<file path="src/rtl/display_scan_ctrl.sv">
// Multiplexed 8-digit display scanner: alternates an all-dark gap with a per-digit dwell,
// applies leading-zero suppression from a per-frame BCD snapshot and PWM brightness.
module display_scan_ctrl #(
   parameter int DIV_W     = 16,
   parameter int BLANK_CYC = 4
) (
   input  logic             clk_scan,
   input  logic             scancnt_reset_n,
   input  logic [DIV_W-1:0] scan_div,
   input  logic [31:0]      bcd_bus,
   input  logic [7:0]       digit_en,
   input  logic             lz_suppress,
   input  logic [2:0]       brightness,
   output logic [2:0]       digit_idx,
   output logic [3:0]       digit_bcd,
   output logic [7:0]       display_dig_sel,
   output logic             seg_blank,
   output logic             frame_done
);

   typedef enum logic {BLANK = 1'b0, DWELL = 1'b1} state_t;

   state_t           state_q, state_d;
   logic [7:0]       blank_cnt_q, blank_cnt_d;
   logic [DIV_W-1:0] dwell_cnt_q, dwell_cnt_d;
   logic [DIV_W-1:0] dwell_len_q, dwell_len_d;
   logic [2:0]       pwm_cnt_q;
   logic [2:0]       idx_q, idx_d;
   logic [31:0]      snap_q, snap_d;
   logic [7:0]       sel_q, sel_d;
   logic             blank_q;
   logic             frame_q, frame_d;
   logic [3:0]       bcd_q, bcd_d;
   logic [7:0]       suppressed;
   logic             lit;

   // A digit is a leading zero when it and every more significant snapshot digit are 0.
   assign suppressed[0] = 1'b0;
   for (genvar gi = 1; gi < 8; gi++) begin : g_supp
      assign suppressed[gi] = lz_suppress & (snap_q[31:4*gi] == '0);
   end

   always_comb begin
      state_d     = state_q;
      blank_cnt_d = blank_cnt_q;
      dwell_cnt_d = dwell_cnt_q;
      dwell_len_d = dwell_len_q;
      idx_d       = idx_q;
      snap_d      = snap_q;
      frame_d     = 1'b0;
      case (state_q)
         BLANK: begin
            if (blank_cnt_q == 8'(BLANK_CYC - 1)) begin
               state_d     = DWELL;
               blank_cnt_d = '0;
               dwell_cnt_d = '0;
               dwell_len_d = scan_div;
               idx_d       = idx_q + 3'd1;
               if (idx_d == 3'd0) snap_d = bcd_bus;
            end else begin
               blank_cnt_d = blank_cnt_q + 8'd1;
            end
         end
         DWELL: begin
            if (dwell_cnt_q == dwell_len_q) begin
               state_d = BLANK;
               frame_d = (idx_q == 3'd7);
            end else begin
               dwell_cnt_d = dwell_cnt_q + DIV_W'(1);
            end
         end
         default: state_d = BLANK;
      endcase

      lit   = (state_q == DWELL) & digit_en[idx_q] & ~suppressed[idx_q] & (pwm_cnt_q <= brightness);
      sel_d = lit ? ~(8'd1 << idx_q) : 8'hFF;
      // Use next-state index/snapshot so digit_bcd stays aligned with digit_idx.
      bcd_d = snap_d[{idx_d, 2'b00} +: 4];
   end

   always_ff @(posedge clk_scan) begin
      if (!scancnt_reset_n) begin
         state_q     <= BLANK;
         blank_cnt_q <= '0;
         dwell_cnt_q <= '0;
         dwell_len_q <= '0;
         pwm_cnt_q   <= '0;
         idx_q       <= 3'd7;
         snap_q      <= '0;
         sel_q       <= 8'hFF;
         blank_q     <= 1'b1;
         bcd_q       <= '0;
         frame_q     <= 1'b0;
      end else begin
         state_q     <= state_d;
         blank_cnt_q <= blank_cnt_d;
         dwell_cnt_q <= dwell_cnt_d;
         dwell_len_q <= dwell_len_d;
         pwm_cnt_q   <= pwm_cnt_q + 3'd1;
         idx_q       <= idx_d;
         snap_q      <= snap_d;
         sel_q       <= sel_d;
         blank_q     <= ~lit;
         bcd_q       <= bcd_d;
         frame_q     <= frame_d;
      end
   end

   assign digit_idx       = idx_q;
   assign digit_bcd       = bcd_q;
   assign display_dig_sel = sel_q;
   assign seg_blank       = blank_q;
   assign frame_done      = frame_q;

endmodule

</file>
<file path="config.mk">
export PLATFORM = sky130hd
export DESIGN_NAME = display_scan_ctrl
export DESIGN_NICKNAME = d
export VERILOG_FILES = /design/src/rtl/display_scan_ctrl.sv
export SDC_FILE = /design/constraint.sdc
export NUM_CORES = 1
export LEC_CHECK = 0
export CORE_ASPECT_RATIO = 1.4
export CORE_MARGIN = 4
export CORE_UTILIZATION = 53
export DETAILED_ROUTE_END_ITERATION = 8
export PLACE_DENSITY = 0.84
export REMOVE_ABC_BUFFERS = 1
export SYNTH_ARGS = -nofsm -noshare
export SYNTH_HDL_FRONTEND = slang
export SYNTH_SLANG_ARGS = --single-unit
</file>
<file path="constraint.sdc">
create_clock -name clk_scan -period 2.6 [get_ports clk_scan]
set_input_delay 0.78 -clock clk_scan [delete_from_list [all_inputs] [get_ports clk_scan]]
set_output_delay 0.78 -clock clk_scan [all_outputs]
set_load 0.05 [all_outputs]
</file>
== Word-level counts from Yosys, hierarchy flattened ==
Cells that the tools add are included.
Storage, ports and cells
  flip-flop bits (word level): 93
Cells by class
  equal/unequal tests: 5
  muxes and demuxes: 16
  bitwise logic cells: 14
  magnitude comparators: 2
  shift-type cells: 2
  add/sub/neg operators: 4
  reductions and logical operators: 12
Operator list (number)
  two-way mux 32 bit: 3
  two-way mux 16 bit: 2
  case mux 16 bit (2 select lines): 1
  indexed part select 32 x 6 -> 4 bit: 1
  logical NOT 28 bit: 1
  logical NOT 24 bit: 1
  logical NOT 20 bit: 1
  adder 16 x 1 -> 16 bit, second input constant: 1
  == test 16 bit: 1
  logical NOT 16 bit: 1
  logical NOT 12 bit: 1
  bitwise AND 1 bit: 10
  adder 8 x 1 -> 8 bit, second input constant: 1
  == test 8 x 2 -> 1 bit, second input constant: 1
  logical NOT 8 bit: 1
  two-way mux 8 bit: 1
  inverter 8 bit: 1
  left shift 1 x 3 -> 8 bit, first input constant: 1
  adder 3 x 1 -> 3 bit, second input constant: 2
  binary-select mux 1 bit (select 3 bit): 2
  two-way mux 3 bit: 2
  AND reduction 2 bit: 3
  logical NOT 4 bit: 1
  < comparator 3 x 4 -> 1 bit, second input constant: 1
  8 further kinds: 14

== Depth between registers and ports, before layout ==
  depth in word-level cells: 8
  mapped depth: 9
  depth with buffers taken out: 7

== Worst setup path before layout ==
Ideal clock, no wire load.
  path type: register to register
  start point: register idx_q[2], in the netlist digit_idx[2]
  end point: register bcd_q[3], in the netlist digit_bcd[3]
  cell stages (with the launch flop): 9
  setup slack: -27 ps
  arrival: 2554 ps
  library setup time: 73 ps
  data required time: 2527 ps
  cell sequence: dfxtp_1 inv_1 ha_1 and2_1 nand3_2 buf_2 mux2i_1 a2111o_1 o211ai_2
On the way
  word-level cells in the longest chain between the ends: 6
  elaborated cells between the ends (all ways): 8
  classes of those cells: add/sub (1); shift (1); mux (5); reduce/logical (1)
RTL lines
  from (decl): line 28  | logic [2:0] idx_q, idx_d;
  from (signal assigned): line 100  | idx_q <= idx_d;
  adder 3 x 1 -> 3 bit: line 58  | idx_d = idx_q + 3'd1;
  logical NOT 3 bit: line 59  | if (idx_d == 3'd0) snap_d = bcd_bus;
  two-way mux 32 bit: line 59
  two-way mux 32 bit: line 53  | if (blank_cnt_q == 8'(BLANK_CYC - 1)) begin
  two-way mux 32 bit: line 51  | case (state_q)
  indexed part select 32 x 6 -> 4 bit (*): line 78  | bcd_d = snap_d[{idx_d, 2'b00} +: 4];
  to (signal assigned): line 92  | bcd_q <= '0;
  to (signal assigned): line 104  | bcd_q <= bcd_d;
  to (decl): line 33  | logic [3:0] bcd_q, bcd_d;
Every way passes the cells marked *; elsewhere a longest branch is shown, timed or not.
A chain may end at the register's enable or synchronous reset.

== Final worst setup path ==
  start point: register idx_q[0], in the netlist digit_idx[0]
  end point: register bcd_q[3], in the netlist digit_bcd[3]
Same word-level chain as after synthesis.

==> impl_results.md <==
* Status: finished clean
* Crit path depth at 7
* Largest stage delay, worst path at 780 ps
* Critical path data arrival time at 2760 ps
* Num CTS Buffers at 9
* Initial Util at 0.541
* CP Class: register to register
* Synth Instances at 527
* Switching Fraction at 0.319
* Buffers on Ports at 78
* Cell Int Power at 2.84 mW
* Rel. slew slack at 0.447
* CP startpoint: digit_idx[0]
* Type of the tightest min-delay check: register to register
* Die Ht at 119 µm
* Total of fill cells in the finished design at 649
* RSZ-0062 raised after global routing: false
* Global-route wire length before repair at 19600 µm
* Commonest non-fill, non-tap cells in the layout: 93 x dfxtp_1, 76 x clkdlybuf4s50_1, 72 x nand2_1, 48 x a21oi_1, 41 x nor2_1
* YS warnings at 0
* Seq cells post-synth at 93
* Worst-case reg-to-reg path depth at 7
* Max VDD drop at 468 µV
* Final Core Density at 0.690
* Pleak at 2.47 nW
* Fin crit period at 2530 ps
* Fin. Hold Viols at 0
* Crit Path Max Fanout at 5
* Hold_buf cts at 0
* Clock Latency Late Sink at 340 ps
* Power Density at 707 nW/µm²
* Hpwl dp at 8650 µm
* Syn avg cell area at 8.79 µm²
* Synth Cell Area at 4630 µm²
* Setup Skew at 8.44 ps
* CP Capture Type: register
* Max Cap Viol at 0
* Ratio of cells with drive above 1 in the final layout at 0.0933
* Reg clk slew, reported paths at 70 ps
* Vias in the first global route at 4251
* Worst setup margin at 73.3 ps
* Tot GR Track Use at 0.236
* CP endpoint: digit_bcd[3]
* Largest net degree at the start of global routing at 60
* Clock power share at 0.331
* Setup bufs post-CTS at 0
* Final Max Tran Viols at 0
* Vias post-DR at 4255
* Core area at 8560 µm²
* Sink Count at 93
* H-tree depth at 3
* R2R setup slack at 70 ps
* Worst r2r dst: digit_bcd[3]
* Final WL at 11900 µm
* Antenna viol nets, final at 0
* Post-cts sizing count at 0
* Final worst-path cycle share at 0.972
* Worst-margin pin slew at 808 ps
* I/O Pins at 79
* CTS tree: done
* Seq pwr share at 0.384
* CP bufs+invs at 0
* Commonest non-fill, non-tap cell in the layout: dfxtp_1
* Net Switching at 1.33 mW
* Worst slack at placement at -100 ps
* Kind of start point of the critical path: register
* CP max stage cell: a2111oi_0
* Sequential share of the synthesized area at 0.402
* Routability congestion estimate at 0.907
* Primary FF master, synth: dfxtp_1
* Total Nets Final at 681
* Kind of cell adding the most delay to the critical path: compound AO/OA/AOI/OAI gates
* N_diodes at 0
* Final setup violating endpoints at 0
* Combinational power share at 0.285
* Drt wl/cell at 16.7 µm
* Share of flip-flops with an asynchronous set or reset at 0
* Clock buffer depth at 2
* Crit path top cell by count: ha_1
* Pre-antenna DRT Iters at 4
* Vias per inst at 5.94
* R2R Path Start: digit_idx[0]
* CP Cell Sequence: ha_1 > ha_1 > and2_1 > nand3_2 > a2111oi_0 > a2111o_1 > o211ai_2
* Die Area at 10300 µm²
* Hold path cells at 1
* Peak Freq at 0.396 GHz
* Antenna violations before repair at 0
* Cell variety after synth at 53
* # DRC at 0
* Area added between synthesis and finish at 27.5%
* Worst Path Required at 2830 ps
* CTS root buffer: clkbuf_16
* DRT iter0 DRCs at 304
* Die width at 87.0 µm
* EDFF count, synth at 0
* Total gr overflow at 0
* Row count at 40
## worst min path at each step
stage	to	start	slack [ps]
floorplan	pwm_cnt_q[0]	pwm_cnt_q[0]	400
global placement	pwm_cnt_q[0]	pwm_cnt_q[0]	420
detailed placement	pwm_cnt_q[0]	pwm_cnt_q[0]	420
CTS	pwm_cnt_q[0]	pwm_cnt_q[0]	450
global route	pwm_cnt_q[0]	pwm_cnt_q[0]	480
finish	pwm_cnt_q[0]	pwm_cnt_q[0]	440
## registers in the layout, indices dropped and copies added (netlist names)
name             count
blank_cnt_q          8
seg_blank            1
dwell_len_q         16
pwm_cnt_q            3
digit_idx            3
state_q              1
frame_done           1
digit_bcd            4
dwell_cnt_q         16
snap_q              32
display_dig_sel      8
## kinds of logic (layout without fill, tap and decap cells)
group	after synthesis	in the layout	synth area share
compound gates	121	121	0.179
fa+ha+maj	13	13	0.0351
buf+inv	52	136	0.0478
mux	34	34	0.0837
simple gates	189	189	0.205
flops	93	93	0.402
xor+xnor	25	25	0.0473
## per-layer routing
metal,wire length (µm),global-route usage,vias to the layer above,share of wire
met5,0,0,-,0
met4,312,0.110,0,0.026
met3,739,0.0460,25,0.062
met2,6220,0.401,172,0.52
met1,4650,0.279,1998,0.39
li1,-,-,2060,-
## synthesized netlist by cell type, types with 10 or more instances
cell type	instances	area (µm²)
dfxtp_1	93	1860
nand2_1	72	270
a21oi_1	48	240
nor2_1	41	154
mux2i_1	23	230
inv_1	22	82.6
clkbuf_1	18	67.6
xor2_1	18	158
and3_1	15	93.8
ha_1	13	163
o31ai_1	13	97.6
nand3_1	12	60.1
nor4_1	11	68.8
o2111ai_1	10	87.6
o21ai_0	10	50.1
## through the flow
step                      power, mW  hold WS [ps]  setup TNS [ps]  area [µm²]  std cells
after floorplan                2.38           402           -2080        4500        498
after global placement         2.77           416           -34.4        5580        700
after detailed placement       2.80           425            -286        5580        700
after CTS                      4.18           448               0        5900        716
after global routing           4.36           476               0        5900        716
final                          4.17           440               0        5900        716
## power by group through the flow
stage | clock [mW] | combinational (mW) | sequential (mW)
finish | 1.38 | 1.19 | 1.60
global route | 1.46 | 1.28 | 1.62
CTS | 1.40 | 1.18 | 1.60
detailed placement | 0 | 1.17 | 1.64
global placement | 0 | 1.14 | 1.63
floorplan | 0 | 0.646 | 1.73
## worst reg2reg max path: stages (launching register included)
cell and delay, ps:
dfxtp_1 310, ha_1 220, ha_1 380, and2_1 270, nand3_2 160, a2111oi_0 780, a2111o_1 210, o211ai_2 80
## area by class of cell
type	count	area (µm²)	area share
multi-input combinational	382	2550	0.432
tap	105	131	0.0223
clock inverter	4	53.8	0.00911
sequential	93	1860	0.315
timing repair buffer	97	956	0.162
clock buffer	12	267	0.0451
inverter	23	86.3	0.0146
(Power assumes the default switching activity.)
